$ cat config.mk
export PLATFORM = sky130hd
export DESIGN_NAME = bird_ctrl
export DESIGN_NICKNAME = d
export VERILOG_FILES = /design/src/rtl/bird_ctrl.sv
export SDC_FILE = /design/constraint.sdc
export NUM_CORES = 1
export LEC_CHECK = 0
export ABC_AREA = 1
export BUFFER_PORTS_ARGS = -buffer_cell sky130_fd_sc_hd__buf_2
export CAP_MARGIN = 20
export CELL_PAD_IN_SITES_DETAIL_PLACEMENT = 1
export CELL_PAD_IN_SITES_GLOBAL_PLACEMENT = 2
export CORE_UTILIZATION = 32
export CTS_BUF_LIST = sky130_fd_sc_hd__clkbuf_4 sky130_fd_sc_hd__clkbuf_8
export DETAILED_ROUTE_END_ITERATION = 12
export HOLD_SLACK_MARGIN = 0.02
export PLACE_DENSITY_LB_ADDON = 0.08
export SYNTH_ARGS = -nofsm -noshare
export SYNTH_HDL_FRONTEND = slang
export SYNTH_SLANG_ARGS = --single-unit
export TNS_END_PERCENT = 5
$ cat constraint.sdc
create_clock -name clk_100Hz -period 2.2 [get_ports clk_100Hz]
set_input_delay 0.44 -clock clk_100Hz [delete_from_list [all_inputs] [get_ports clk_100Hz]]
set_output_delay 0.44 -clock clk_100Hz [all_outputs]
set_load 0.03 [all_outputs]
$ cat src/rtl/bird_ctrl.sv
`default_nettype none
// ============================================================================
// bird_ctrl : button-to-command pulses, death detection, round FSM and score.
// Optional BIRD_CTRL_AUTOFALL_EN builds the post-jump automatic fall pulse.
// Revision 1.0
// ============================================================================
module bird_ctrl #(
    parameter int JUMP_GAP      = 10,
    parameter int FALL_DELAY    = 25,
    parameter int OVER_HOLD     = 100,
    parameter int Y_CEIL        = 0,
    parameter int Y_FLOOR       = 440,
    parameter int TICKS_PER_SEC = 100
) (
    input  logic        clk_100Hz,
    input  logic        rst_n,
    input  logic        btn,
    input  logic        hit,
    input  logic [8:0]  bird_y,
    output logic        start,
    output logic        jump,
    output logic        fall,
    output logic        kill,
    output logic [1:0]  game_state,
    output logic [13:0] score
);

    localparam int GAP_W  = $clog2(JUMP_GAP + 1);
    localparam int HOLD_W = $clog2(OVER_HOLD + 1);
    localparam int SEC_W  = (TICKS_PER_SEC > 1) ? $clog2(TICKS_PER_SEC) : 1;

    localparam logic [GAP_W-1:0]  GAP_LOAD  = GAP_W'(JUMP_GAP - 1);
    localparam logic [HOLD_W-1:0] HOLD_LOAD = HOLD_W'(OVER_HOLD);
    localparam logic [SEC_W-1:0]  SEC_LAST  = SEC_W'(TICKS_PER_SEC - 1);
    localparam logic [8:0]        CEIL_Y    = 9'(Y_CEIL);
    localparam logic [8:0]        FLOOR_Y   = 9'(Y_FLOOR);
    localparam logic [13:0]       SCORE_MAX = 14'h3FFF;

    typedef enum logic [1:0] {
        IDLE = 2'd0,
        PLAY = 2'd1,
        OVER = 2'd2
    } state_t;

    state_t             state;
    logic               btn_q;
    logic               btn_armed;
    logic [GAP_W-1:0]   gap_cnt;
    logic [HOLD_W-1:0]  hold_cnt;
    logic [SEC_W-1:0]   sec_cnt;
    logic               press;
    logic               dead;

`ifdef BIRD_CTRL_AUTOFALL_EN
    localparam int FALL_W = $clog2(FALL_DELAY + 1);
    localparam logic [FALL_W-1:0] FALL_LOAD = FALL_W'(FALL_DELAY);
    logic [FALL_W-1:0]  fall_cnt;
    logic               fall_armed;
`else
    assign fall = 1'b0;
`endif

    // btn_armed blocks a level held high across reset release from looking like a press
    assign press      = btn && !btn_q && btn_armed;
    assign dead       = hit || (bird_y <= CEIL_Y) || (bird_y >= FLOOR_Y);
    assign game_state = state;

    always_ff @(posedge clk_100Hz) begin
        if (!rst_n) begin
            state      <= IDLE;
            btn_q      <= 1'b0;
            btn_armed  <= !btn;
            gap_cnt    <= '0;
            hold_cnt   <= '0;
            sec_cnt    <= '0;
            score      <= '0;
            start      <= 1'b0;
            jump       <= 1'b0;
            kill       <= 1'b0;
`ifdef BIRD_CTRL_AUTOFALL_EN
            fall       <= 1'b0;
            fall_cnt   <= '0;
            fall_armed <= 1'b0;
`endif
        end else begin
            btn_q <= btn;
            if (!btn) begin
                btn_armed <= 1'b1;
            end
            start <= 1'b0;
            jump  <= 1'b0;
            kill  <= 1'b0;
`ifdef BIRD_CTRL_AUTOFALL_EN
            fall  <= 1'b0;
`endif
            case (state)
                IDLE: begin
                    gap_cnt  <= '0;
                    sec_cnt  <= '0;
                    score    <= '0;
`ifdef BIRD_CTRL_AUTOFALL_EN
                    fall_cnt   <= '0;
                    fall_armed <= 1'b0;
`endif
                    if (press) begin
                        start <= 1'b1;
                        state <= PLAY;
                    end
                end

                PLAY: begin
                    if (dead) begin
                        kill     <= 1'b1;
                        state    <= OVER;
                        hold_cnt <= HOLD_LOAD;
                    end else begin
                        if (gap_cnt != '0) begin
                            gap_cnt <= gap_cnt - 1'b1;
                        end
`ifdef BIRD_CTRL_AUTOFALL_EN
                        if (fall_cnt != '0) begin
                            fall_cnt <= fall_cnt - 1'b1;
                        end
`endif
                        if (sec_cnt == SEC_LAST) begin
                            sec_cnt <= '0;
                            if (score != SCORE_MAX) begin
                                score <= score + 14'd1;
                            end
                        end else begin
                            sec_cnt <= sec_cnt + 1'b1;
                        end

                        // Later assignments override the decrements above
                        if (press && gap_cnt == '0) begin
                            jump    <= 1'b1;
                            gap_cnt <= GAP_LOAD;
`ifdef BIRD_CTRL_AUTOFALL_EN
                            fall_cnt   <= FALL_LOAD;
                            fall_armed <= 1'b1;
`endif
                        end
`ifdef BIRD_CTRL_AUTOFALL_EN
                        else if (!press && fall_armed && fall_cnt == '0) begin
                            fall       <= 1'b1;
                            fall_armed <= 1'b0;
                        end
`endif
                    end
                end

                OVER: begin
                    if (hold_cnt != '0) begin
                        hold_cnt <= hold_cnt - 1'b1;
                    end else if (press) begin
                        state <= IDLE;
                    end
                end

                default: begin
                    state <= IDLE;
                end
            endcase
        end
    end

endmodule
`default_nettype wire

==> results of run 1 <==
-- critical path: stages (launching register included) --
cell	delay (ns)
dfxtp_1	0.39
ha_1	0.22
nand2_1	0.10
o21ai_4	0.25
nand2_4	0.10
nor2_8	0.31
nand2_4	0.16
nand3_1	0.09
o21ai_0	0.07
-- layout by cell type (no fill, tap or decap), types with 2 or more instances in the layout --
| cell | synthesis | final |
|---|---|---|
| inv_1 | 39 | 39 |
| o22ai_1 | 2 | 2 |
| a31oi_1 | 2 | 2 |
| or2_2 | 2 | 2 |
| inv_2 | 2 | 2 |
| o21ai_0 | 14 | 14 |
| nor2_8 | 2 | 2 |
| o21ai_1 | 2 | 2 |
| a21oi_2 | 6 | 6 |
| nand2_2 | 2 | 2 |
| xor2_1 | 5 | 5 |
| clkbuf_8 | 0 | 6 |
| nand2_1 | 81 | 81 |
| a21oi_1 | 24 | 24 |
| nand4_1 | 7 | 7 |
| nand3_1 | 27 | 27 |
| dfxtp_1 | 38 | 38 |
| nand3_2 | 7 | 7 |
| buf_4 | 3 | 4 |
| buf_2 | 1 | 31 |
| nor2_1 | 53 | 53 |
| nand2_4 | 2 | 2 |
| nor3_1 | 6 | 6 |
| nor2_2 | 4 | 4 |
| ha_1 | 5 | 5 |
-- cells by family (layout without fill, tap and decap cells) --
kind of cell,count (synthesis),after routing,share of synthesized area (%)
AO/OA/AOI/OAI,53,53,13.0
XOR/XNOR,6,6,2.20
adder cells (fa/ha/maj),5,5,2.62
buffers and inverters,50,85,9.36
flip-flops,39,39,33.1
other,1,1,0.157
AND/OR/NAND/NOR,199,199,39.6
-- flip-flops by register name, summed over array words and instances, names as in the netlist --
name / count
btn_armed: 1
score: 14
gap_cnt: 4
hold_cnt: 7
kill: 1
start: 1
sec_cnt: 7
btn_q: 1
game_state: 2
jump: 1
-- metrics by stage --
stage | instances | power, mW
after floorplan | 353 | 1.64
after global placement | 479 | 1.83
after detailed placement | 479 | 1.85
after CTS | 487 | 2.40
after global routing | 487 | 2.56
final | 487 | 2.36
-- layer usage --
layer  GRT usage, %  vias to the layer above  part of all wire [%]
li1               -                     1204                     -
met1           24.7                     1066                    51
met2           29.9                       22                    46
met3           3.08                        7                   1.9
met4           5.72                        0                   1.4
met5              0                        -                     0
-- area by class of cell --
class / count / area, um^2 / area share [%]
multi-input combinational: 264 / 1380 / 50.4
tap: 99 / 124 / 4.53
clock inverter: 2 / 16.3 / 0.595
sequential: 39 / 791 / 28.9
timing repair buffer: 35 / 185 / 6.77
inverter: 42 / 158 / 5.77
clock buffer: 6 / 82.6 / 3.02
-- final timing paths --
path | start | endpoint | slack [ns]
max reg2reg | sec_cnt[0]$_SDFFE_PN0P_ | score[1]$_SDFFE_PN0P_ | 0.38
max | sec_cnt[0]$_SDFFE_PN0P_ | score[1]$_SDFFE_PN0P_ | 0.38
min | btn | btn_q$_SDFF_PN0_ | 0.38
min reg2reg | sec_cnt[1]$_SDFFE_PN0P_ | sec_cnt[1]$_SDFFE_PN0P_ | 0.50
-- power by group --
part | internal [mW] | total, mW | switching, mW
sequential | 0.807 | 0.912 | 0.105
combinational | 0.290 | 0.905 | 0.614
clock | 0.256 | 0.543 | 0.286
total | 1.35 | 2.36 | 1.01
==> impl_summary.txt, run 1 <==
----------------------------------------------------
[Status]
  Status ... finished, final reports clean

[Worst hold path]
  Worst hold-check path type ... input pin to register
  Cell depth of the worst min-delay path ... 3

[Clocking]
  Post-CTS Hold Buffers ... 0
  Post_cts resized ... 0
  Post-CTS setup buffers ... 0
  Number of CTS-inserted buffers ... 5
  CTS Sinks ... 39
  Root Buffer ... clkbuf_8
  Number of buffers on the longest clock path ... 2
  Clock slew seen by the registers of the worst setup and hold paths ... 0.09 ns
  CTS tree ... yes
  H-tree lvl count ... 2
  Insertion delay of the later-clocked pin in the worst-skew pair ... 0.30 ns

[Power and ir drop]
  Static leakage power ... 1.15 nW
  Power per unit of standard cell area ... ~860 nW/um^2
  Worst VDD drop ... 0.310 mV

[Global route]
  Global route overflow ... 0
  Wire length of the first global-routing pass ... between 10000 and 15000 um
  Largest net degree at the start of global routing ... 25
  Number of global-route vias before repair ... approximately 2.3k
  Global router's overall resource usage ... between 10% and 20%
  Number of antenna violations at the first check in global routing ... 0

[Routing]
  Number of iterations in the first detailed-routing pass ... 4
  Routed Antenna Nets ... 0
  Vias per std cell ... 4.72
  Total length of routed wires ... between 6000 and 7000 um
  DR iter-0 viols ... between 60 and 70
  Routed WL per cell ... 13.1 um
  Post-route DRC violation count ... 0
  Overall via count from detail_route ... 2299

[Cells and area]
  Layout cell share with drive strength beyond 1 ... a little under a fifth
  Layout-stage area growth over the synthesis result ... 14.3%
  Number of nets in the layout ... about 410
  Finished layout cell area ... approximately 2700 um^2
  Post-layout utilization of the core ... 37.7%
  Filler cell count ... about 970
  Antenna Diode Count ... 0

[Placement]
  Pre-CTS worst setup slack ... ~0.35 ns
  RePlAce Congestion ... between 0.7 and 0.8
  Hpwl dp ... 4860 um
  Placed Instance Area ... between 2000 and 3000 um^2
  Number of port buffers ... 31

[Logic synthesis]
  Count of flip-flops with a built-in enable after synthesis ... 1
  Net count after synthesis ... ~370
  Part of the Yosys area used for sequential elements ... about a third
  Syn Std Cell Area ... 2390 um^2
  Most area-consuming cells after synthesis ... dfxtp_1 (32%), nand2_1 (13%), nor2_1 (8.3%), inv_1 (6.1%), nand3_1 (5.6%)
  Post-synthesis sequential element count ... 39
  Area share of the leading cell type in the synthesized netlist ... 31.8%
  Count of unique library cells instantiated by Yosys ... 40
  Mapped Avg Cell Area ... 6.78 um^2
  Top cells by count, synth ... nand2_1 (81), nor2_1 (53), inv_1 (39)
  Synth warnings ... 0
  Gate Count Post-Synth ... between 300 and 400
  Most frequently used cell type in the post-synthesis netlist ... nand2_1
  Top_reg_cell synth ... dfxtp_1
  Async set-reset flop share out of synthesis ... 0%
  Post-synthesis cell type with the largest combined area ... dfxtp_1

[STA]
  Fmax ... between 0.5 and 0.6 GHz
  Final worst hold slack ... around 0.38 ns
  Summed negative setup slack over all endpoints ... 0 ns
  Clock skew ... between 0.007 and 0.008 ns
  Clock period minus worst slack ... approximately 1.8 ns
  Hold Violations, Final ... 0
  Final Setup Violations ... 0
  PnR worst setup slack ... 0.376 ns
  Share of the cycle needed by the critical path after routing ... between 80 and 90%
  Slew Limit Fails ... 0
  Setup repair after global routing missed its margin ... false

[Worst setup path]
  Required time of the critical path ... about 2.4 ns
  Startpoint types ... register
  Count of cells along the worst register-to-register path ... 8
  Type of element capturing the critical path ... register
  Worst setup path class ... register to register
  Highest fanout seen on the critical path ... 18
  Critical path arrival ... 2.02 ns

[Floorplanning]
  Number of standard-cell rows in the floorplan ... 31
  Horizontal extent of the die ... 88.5 um
  Standard cell core area ... between 7000 and 8000 um^2
  Number of primary I/O pins ... 33
  Initial Util ... 33.0%
  Vertical extent of the die ... 88.5 um
  Area of the die ... slightly below 8000 um^2

[Run]
  Max-cap violations ... 0

----------------------------------------------------
Power figures use the tool's default switching activity.
==> run 2: changes to the inputs <==
--- a/config.mk
+++ b/config.mk
@@ -10,7 +10,7 @@
 export CAP_MARGIN = 20
 export CELL_PAD_IN_SITES_DETAIL_PLACEMENT = 1
 export CELL_PAD_IN_SITES_GLOBAL_PLACEMENT = 2
-export CORE_UTILIZATION = 32
+export CORE_UTILIZATION = 29
 export CTS_BUF_LIST = sky130_fd_sc_hd__clkbuf_4 sky130_fd_sc_hd__clkbuf_8
 export DETAILED_ROUTE_END_ITERATION = 12
 export HOLD_SLACK_MARGIN = 0.02
==> constraint.sdc (replaced) <==
create_clock -name clk_100Hz -period 1.6 [get_ports clk_100Hz]
set_input_delay 0.32 -clock clk_100Hz [delete_from_list [all_inputs] [get_ports clk_100Hz]]
set_output_delay 0.32 -clock clk_100Hz [all_outputs]
set_load 0.03 [all_outputs]
==> run 2 against run 1 <==
Against the previous run:
- highest routed layer unchanged
- first-iteration DRC count decreased by 7.9%
- critical path type unchanged
- combinational power increased by 79%
- clock power rose by 28%
- cell count grew 8.2%
- sequential power up 34%
- routed wire length increased by 6.5%
- design area is 14% higher
- worst setup slack worse by 0.28 ns
- clock skew grew 0.0014 ns
==> impl_summary.txt, run 2 (synthesis results as in run 1) <==
----------------------------------------------------
[Status]
  Status ... finished, final reports clean

[Floorplanning]
  Area of the die ... 8620 um^2 (+10%)
  Initial Util ... 30.5% (-2.5 points)
  Vertical extent of the die ... 92.8 um (+4.9%)
  Number of standard-cell rows in the floorplan ... 32 (+3.2%)
  Number of primary I/O pins ... 33 (unchanged)
  Standard cell core area ... 7850 um^2 (+8.2%)
  Horizontal extent of the die ... 92.8 um (+4.9%)

[Power and ir drop]
  Power per unit of standard cell area ... 1130 nW/um^2 (+31%)
  Worst VDD drop ... 0.535 mV (+72%)
  Switching Power ... 1.46 mW (+45%)
  Pwr Total ... 3.53 mW (+50%)
  Static leakage power ... 1.35 nW (+17%)
  Sw Ratio ... 41.3% (-1.3 points)
  Combinational power share ... 45.8% (+7.5 points)
  Clock power frac ... 19.7% (-3.3 points)
  Total internal power ... 2.07 mW (+53%)
  Share of total power in sequential cells ... 34.5% (-4.2 points)

[Clocking]
  CTS Sinks ... 39 (unchanged)
  CTS tree ... yes
  H-tree lvl count ... 2 (unchanged)
  Insertion delay of the later-clocked pin in the worst-skew pair ... 0.29 ns (about the same)
  Number of buffers on the longest clock path ... 2 (unchanged)
  Root Buffer ... clkbuf_8
  Clock slew seen by the registers of the worst setup and hold paths ... 0.09 ns (about the same)
  Number of CTS-inserted buffers ... 5 (unchanged)

[STA]
  Final Setup Violations ... 0 (unchanged)
  Clock skew ... 0.00875 ns (+0.00139 ns)
  Slew Limit Fails ... 0 (unchanged)
  Fmax ... 0.665 GHz (+21%)
  Hold Violations, Final ... 0 (unchanged)
  Setup repair after global routing missed its margin ... true
  Share of the cycle needed by the critical path after routing ... 94.0% (+11 points)
  Clock period minus worst slack ... 1.50 ns (-0.320 ns)

[Cells and area]
  Filler cell count ... 1048 (+8.6%)
  Sequential cell area ... 811 um^2 (+2.5%)
  Largest reg by FF count ... score
  Max FFs per register ... 14 (unchanged)
  Post-layout instance count excluding filler cells ... 527 (+8.2%)
  Registers with the most flip-flops ... score x14, hold_cnt x7, sec_cnt x7
  Number of nets in the layout ... 442 (+9.1%)
  Leading cell type in the layout, fill and taps excluded ... nand2_1
  Most frequent cells in the layout ... nand2_1 (79), nor2_1 (51), inv_1 (39), buf_4 (39), buf_2 (31)
  Area of the multi-input gates ... 1450 um^2 (+5.1%)
  Layout cell share with drive strength beyond 1 ... 31.5% (+12 points)
  Layout-stage area growth over the synthesis result ... 30.4%
  Antenna Diode Count ... 0 (unchanged)
  Finished layout cell area ... 3120 um^2 (+14%)

[Routing]
  Post-route DRC violation count ... 0 (unchanged)
  DR iter-0 viols ... 58 (-7.9%)
  Total length of routed wires ... 6800 um (+6.5%)
  Routed Antenna Nets ... 0 (unchanged)
  Overall via count from detail_route ... 2458 (+6.9%)
  Number of iterations in the first detailed-routing pass ... 4 (unchanged)
  Routed WL per cell ... 12.9 um (-1.6%)
  Vias per std cell ... 4.66 (-1.2%)

[Run]
  Max-cap violations ... 0 (unchanged)

[Global route]
  Wire length of the first global-routing pass ... 11600 um (+5.3%)
  Global route overflow ... 0 (unchanged)
  Number of antenna violations at the first check in global routing ... 0 (unchanged)
  Number of global-route vias before repair ... 2444 (+7.3%)
  Global router's overall resource usage ... 17.0% (-1.4 points)
  Largest net degree at the start of global routing ... 25 (unchanged)

[Placement]
  Placed Instances ... 519 (+8.4%)
  Hpwl dp ... 5370 um (+10%)
  Number of port buffers ... 31 (unchanged)
  Placed Instance Area ... 3000 um^2 (+14%)
  RePlAce Congestion ... 0.737 (-0.59%)

[Worst setup path]
  Count of cells along the worst register-to-register path ... 10 (+2)
  Worst setup path class ... register to register
  Critical path arrival ... 1.73 ns (-0.29 ns)
  Highest fanout seen on the critical path ... 9 (-9)
  Startpoint types ... register
  Type of element capturing the critical path ... register
  Required time of the critical path ... 1.83 ns (-0.57 ns)

[Worst hold path]
  Worst hold-check path type ... input pin to register
  Cell depth of the worst min-delay path ... 3 (unchanged)

----------------------------------------------------
## run 2: final cells by class
cell class	instances	area share [%]
sequential	39	26.0
multi-input combinational	264	46.4
inverter	42	5.05
clock buffer	6	2.45
clock inverter	2	0.401
tap	102	4.09
timing repair buffer	72	15.6
## run 2: path summary, 6_finish.rpt
kind                                  from                  endpoint  slack, ns
hold / removal                         btn          btn_q$_SDFF_PN0_       0.27
setup / recovery     score[1]$_SDFFE_PN0P_    score[13]$_SDFFE_PN0P_        0.1
hold reg to reg   hold_cnt[5]$_SDFFE_PN0P_  hold_cnt[5]$_SDFFE_PN0P_       0.49
setup reg to reg     score[1]$_SDFFE_PN0P_    score[13]$_SDFFE_PN0P_        0.1
## run 2: worst max-delay path, stage by stage, from the launching register on
cell and delay, ns:
dfxtp_4 0.36, ha_4 0.14, nand2_2 0.07, nor2_4 0.10
nand4_1 0.15, nor2_4 0.17, nor2_8 0.08, buf_12 0.14
nand3_1 0.07, nand2_1 0.05, nor2_1 0.10
## run 2: timing repair
item,CTS,global route
resized for setup,1,6
setup buffers,0,0
hold buffers,0,0
setup endpoints to repair,3,25
pin swaps,0,2
## run 2: stage by stage
step	TNS (ns)	setup slack (ns)	util [%]	hold slack, ns
floorplan	0	0.0208	-	0.439
global placement	-0.0648	-0.0209	38.2	0.477
detailed placement	-0.130	-0.0226	38.2	0.476
CTS	0	0.000635	39.4	0.265
global route	-0.101	-0.0382	39.8	0.285
finish	0	0.0960	39.8	0.273
## run 2: metal layers
| metal | GRT usage [%] | part of all wire (%) | up-vias |
|---|---|---|---|
| li1 | - | - | 1276 |
| met4 | 3.08 | 0.63 | 0 |
| met5 | 0 | 0 | - |
| met3 | 2.87 | 1.6 | 4 |
| met2 | 30.0 | 49 | 16 |
| met1 | 21.7 | 49 | 1162 |
## run 2: power groups by stage
stage	Clock, mW	Sequential (mW)	Combinational [mW]
floorplan	0	1.34	0.937
global placement	0	1.24	1.57
detailed placement	0	1.24	1.59
CTS	0.731	1.22	1.61
global route	0.763	1.24	1.83
finish	0.696	1.22	1.62
==> run 3: changes to the inputs <==
--- a/config.mk
+++ b/config.mk
@@ -10,6 +10,7 @@
 export CAP_MARGIN = 20
 export CELL_PAD_IN_SITES_DETAIL_PLACEMENT = 1
 export CELL_PAD_IN_SITES_GLOBAL_PLACEMENT = 2
+export CORE_ASPECT_RATIO = 1.25
 export CORE_UTILIZATION = 29
 export CTS_BUF_LIST = sky130_fd_sc_hd__clkbuf_4 sky130_fd_sc_hd__clkbuf_8
 export DETAILED_ROUTE_END_ITERATION = 12
==> run 3 against run 2 <==
Against the previous run:
- first-iteration DRC count decreased by 1.7%
- routed wire length grew 3.8%
- power is 0.53% lower
- sequential cell count unchanged
- register-to-register slack lost 0.02 ns
- sequential power is essentially flat
- critical endpoint unchanged
==> impl_summary.txt, run 3 (synthesis results as in run 1) <==
----------------------------------------------------
[Routing]
  Vias per std cell ... 4.84 (+3.7%)
  DR iter-0 viols ... 57 (-1.7%)
  Routed Antenna Nets ... 0 (unchanged)
  Number of iterations in the first detailed-routing pass ... 4 (unchanged)
  Overall via count from detail_route ... 2496 (+1.5%)
  Post-route DRC violation count ... 0 (unchanged)
  Routed WL per cell ... 13.7 um (+6.1%)
  Total length of routed wires ... 7060 um (+3.8%)

[Floorplanning]
  Area of the die ... 8620 um^2 (about the same)
  Vertical extent of the die ... 104 um (+12%)
  Initial Util ... 30.3% (-0.14 points)
  Number of standard-cell rows in the floorplan ... 36 (+13%)
  Horizontal extent of the die ... 83.2 um (-10%)
  Standard cell core area ... 7880 um^2 (+0.45%)
  Number of primary I/O pins ... 33 (unchanged)

[Global route]
  Layer with the highest usage ... met2
  Number of antenna violations at the first check in global routing ... 0 (unchanged)
  Global Route met1 Usage ... 21.1% (-0.58 points)
  Global route overflow ... 0 (unchanged)
  Number of global-route vias before repair ... 2589 (+5.9%)
  Global router's overall resource usage ... 17.5% (+0.50 points)
  Global-route track usage on met3 ... 2.15% (-0.72 points)
  Global-route met2 utilization ... 32.0% (+2.0 points)
  Wire length of the first global-routing pass ... 12200 um (+5.1%)
  Largest net degree at the start of global routing ... 25 (unchanged)

[Cells and area]
  Registers with the most flip-flops ... score x14, hold_cnt x7, sec_cnt x7
  Most frequent cells in the layout ... nand2_1 (79), nor2_1 (50), inv_1 (39)
  Post-layout utilization of the core ... 39.2% (-0.61 points)
  Leading cell type in the layout, fill and taps excluded ... nand2_1
  Largest reg by FF count ... score
  Number of nets in the layout ... 438 (-0.90%)
  Layout-stage area growth over the synthesis result ... 29.0%
  Max FFs per register ... 14 (unchanged)
  Antenna Diode Count ... 0 (unchanged)
  Layout cell share with drive strength beyond 1 ... 31.4% (-0.18 points)

[Worst setup path]
  Highest fanout seen on the critical path ... 9 (unchanged)
  Worst path buffer plus inverter count ... 1 (unchanged)
  Maximum single-stage delay on the critical path ... 0.34 ns (-0.02 ns)
  Critical path, cell by cell ... ha_1 > nand2_1 > o21ai_4 > nand2_4 > nor2_8 > buf_12 > nand3_1 > nand2_1 > nor2_1
  Critical path arrival ... 1.71 ns (-0.02 ns)
  Startpoint types ... register
  Type of element capturing the critical path ... register
  Number of cells on the critical path ... 9 (-1)
  Slowest stage cell on the critical path ... dfxtp_1
  Required time of the critical path ... 1.79 ns (-0.04 ns)
  Count of cells along the worst register-to-register path ... 9 (-1)
  Top cell family by delay on the critical path ... simple AND/OR/NAND/NOR gates
  Worst setup path class ... register to register
  Most common cell type on the critical path ... nand2_1

[STA]
  Setup repair after global routing missed its margin ... true
  Clock skew ... 0.00382 ns (-0.00493 ns)
  Clock period minus worst slack ... 1.52 ns (+0.0157 ns)
  Summed negative setup slack over all endpoints ... 0 ns (unchanged)
  Share of the cycle needed by the critical path after routing ... 95.0% (+0.98 points)
  PnR worst setup slack ... 0.0802 ns (-0.0157 ns)
  Fmax ... 0.658 GHz (-1.0%)
  Slew Limit Fails ... 0 (unchanged)
  Hold Violations, Final ... 0 (unchanged)
  Final worst hold slack ... 0.279 ns (+0.00617 ns)
  Final Setup Violations ... 0 (unchanged)

[Power and ir drop]
  Combinational power share ... 44.0% (-1.8 points)
  Static leakage power ... 1.34 nW (-0.73%)
  Power per unit of standard cell area ... 1140 nW/um^2 (+0.56%)
  Worst VDD drop ... 0.520 mV (-2.9%)
  Total internal power ... 2.05 mW (-1.2%)
  Clock power frac ... 21.0% (+1.3 points)
  Sw Ratio ... 41.7% (+0.38 points)
  Pwr Total ... 3.51 mW (-0.53%)
  Share of total power in sequential cells ... 34.9% (+0.4 points)
  Switching Power ... 1.47 mW (+0.39%)

[Clocking]
  H-tree lvl count ... 2 (unchanged)
  CTS Sinks ... 39 (unchanged)
  Insertion delay of the later-clocked pin in the worst-skew pair ... 0.29 ns (about the same)
  Number of CTS-inserted buffers ... 5 (unchanged)
  Number of buffers on the longest clock path ... 2 (unchanged)
  Post-CTS Hold Buffers ... 0 (unchanged)
  Clock slew seen by the registers of the worst setup and hold paths ... 0.08 ns (about the same)
  CTS tree ... yes
  Root Buffer ... clkbuf_8

[Worst hold path]
  Cell depth of the worst min-delay path ... 3 (unchanged)
  Worst hold-check path type ... input pin to register

[Run]
  Max-cap violations ... 0 (unchanged)

[Placement]
  Number of port buffers ... 31 (unchanged)
  Pre-CTS worst setup slack ... -0.0527 ns (-0.0300 ns)
  Hpwl dp ... 5490 um (+2.3%)
  RePlAce Congestion ... 0.735 (-0.35%)

[Status]
  Status ... finished, final reports clean

----------------------------------------------------
run 3: cell types whose count changed in the layout (fill, tap and decap cells not counted):
| cell | delta |
|---|---|
| clkbuf_8 | +1 |
| a21oi_2 | +1 |
| nand2_4 | -1 |
| nor2_1 | -1 |
| clkinvlp_4 | -1 |
| nand2_8 | +1 |
| a31oi_4 | -1 |
| buf_4 | -3 |
| nor2_4 | +1 |
| a31oi_2 | +1 |
| buf_12 | -1 |
| a21oi_1 | -1 |
run 3: path summary, 6_finish.rpt:
path,end,slack [ns],startpoint
worst max register to register,score[13]$_SDFFE_PN0P_,0.08,sec_cnt[0]$_SDFFE_PN0P_
worst min register to register,hold_cnt[5]$_SDFFE_PN0P_,0.49,hold_cnt[5]$_SDFFE_PN0P_
worst min-delay path,btn_q$_SDFF_PN0_,0.28,btn
worst max-delay path,score[13]$_SDFFE_PN0P_,0.08,sec_cnt[0]$_SDFFE_PN0P_
run 3: tightest hold or removal path, cell delays in order:
cell     delay [ns]
buf_2          0.11
nand2_1        0.07
inv_1          0.05
run 3: area by class of cell:
type                            instances  area [um^2]
Clock buffer                            7         90.1
Clock inverter                          1         5.00
Fill cell                            1049         4800
Inverter                               42          158
Multi-Input combinational cell        264         1460
Sequential cell                        39          811
Tap cell                               95          119
Timing Repair Buffer                   68          445
run 3: metal layers:
| metal | vias to the layer above | part of all wire [%] |
|---|---|---|
| met3 | 7 | 1.5 |
| met2 | 19 | 52 |
| met4 | 0 | 1.4 |
| li1 | 1274 | - |
| met5 | - | 0 |
| met1 | 1196 | 46 |
run 3: timing repair:
action | in CTS | in global routing
setup endpoints to repair | 0 | 21
setup buffers | 0 | 0
gates resized for setup | 0 | 10
hold endpoints to repair | 0 | 0
run 3: through the flow:
step	instances	cell area, um^2
floorplan	353	2450
global placement	508	2950
detailed placement	508	2950
CTS	516	3040
global route	516	3090
finish	516	3090
run 3: power by group through the flow:
stage / sequential, mW / clock [mW] / combinational, mW
6_report: 1.23 / 0.739 / 1.55
5_1_grt: 1.25 / 0.806 / 1.73
4_1_cts: 1.23 / 0.772 / 1.50
3_5_place_dp: 1.25 / 0 / 1.50
3_3_place_gp: 1.25 / 0 / 1.47
2_1_floorplan: 1.34 / 0 / 0.937
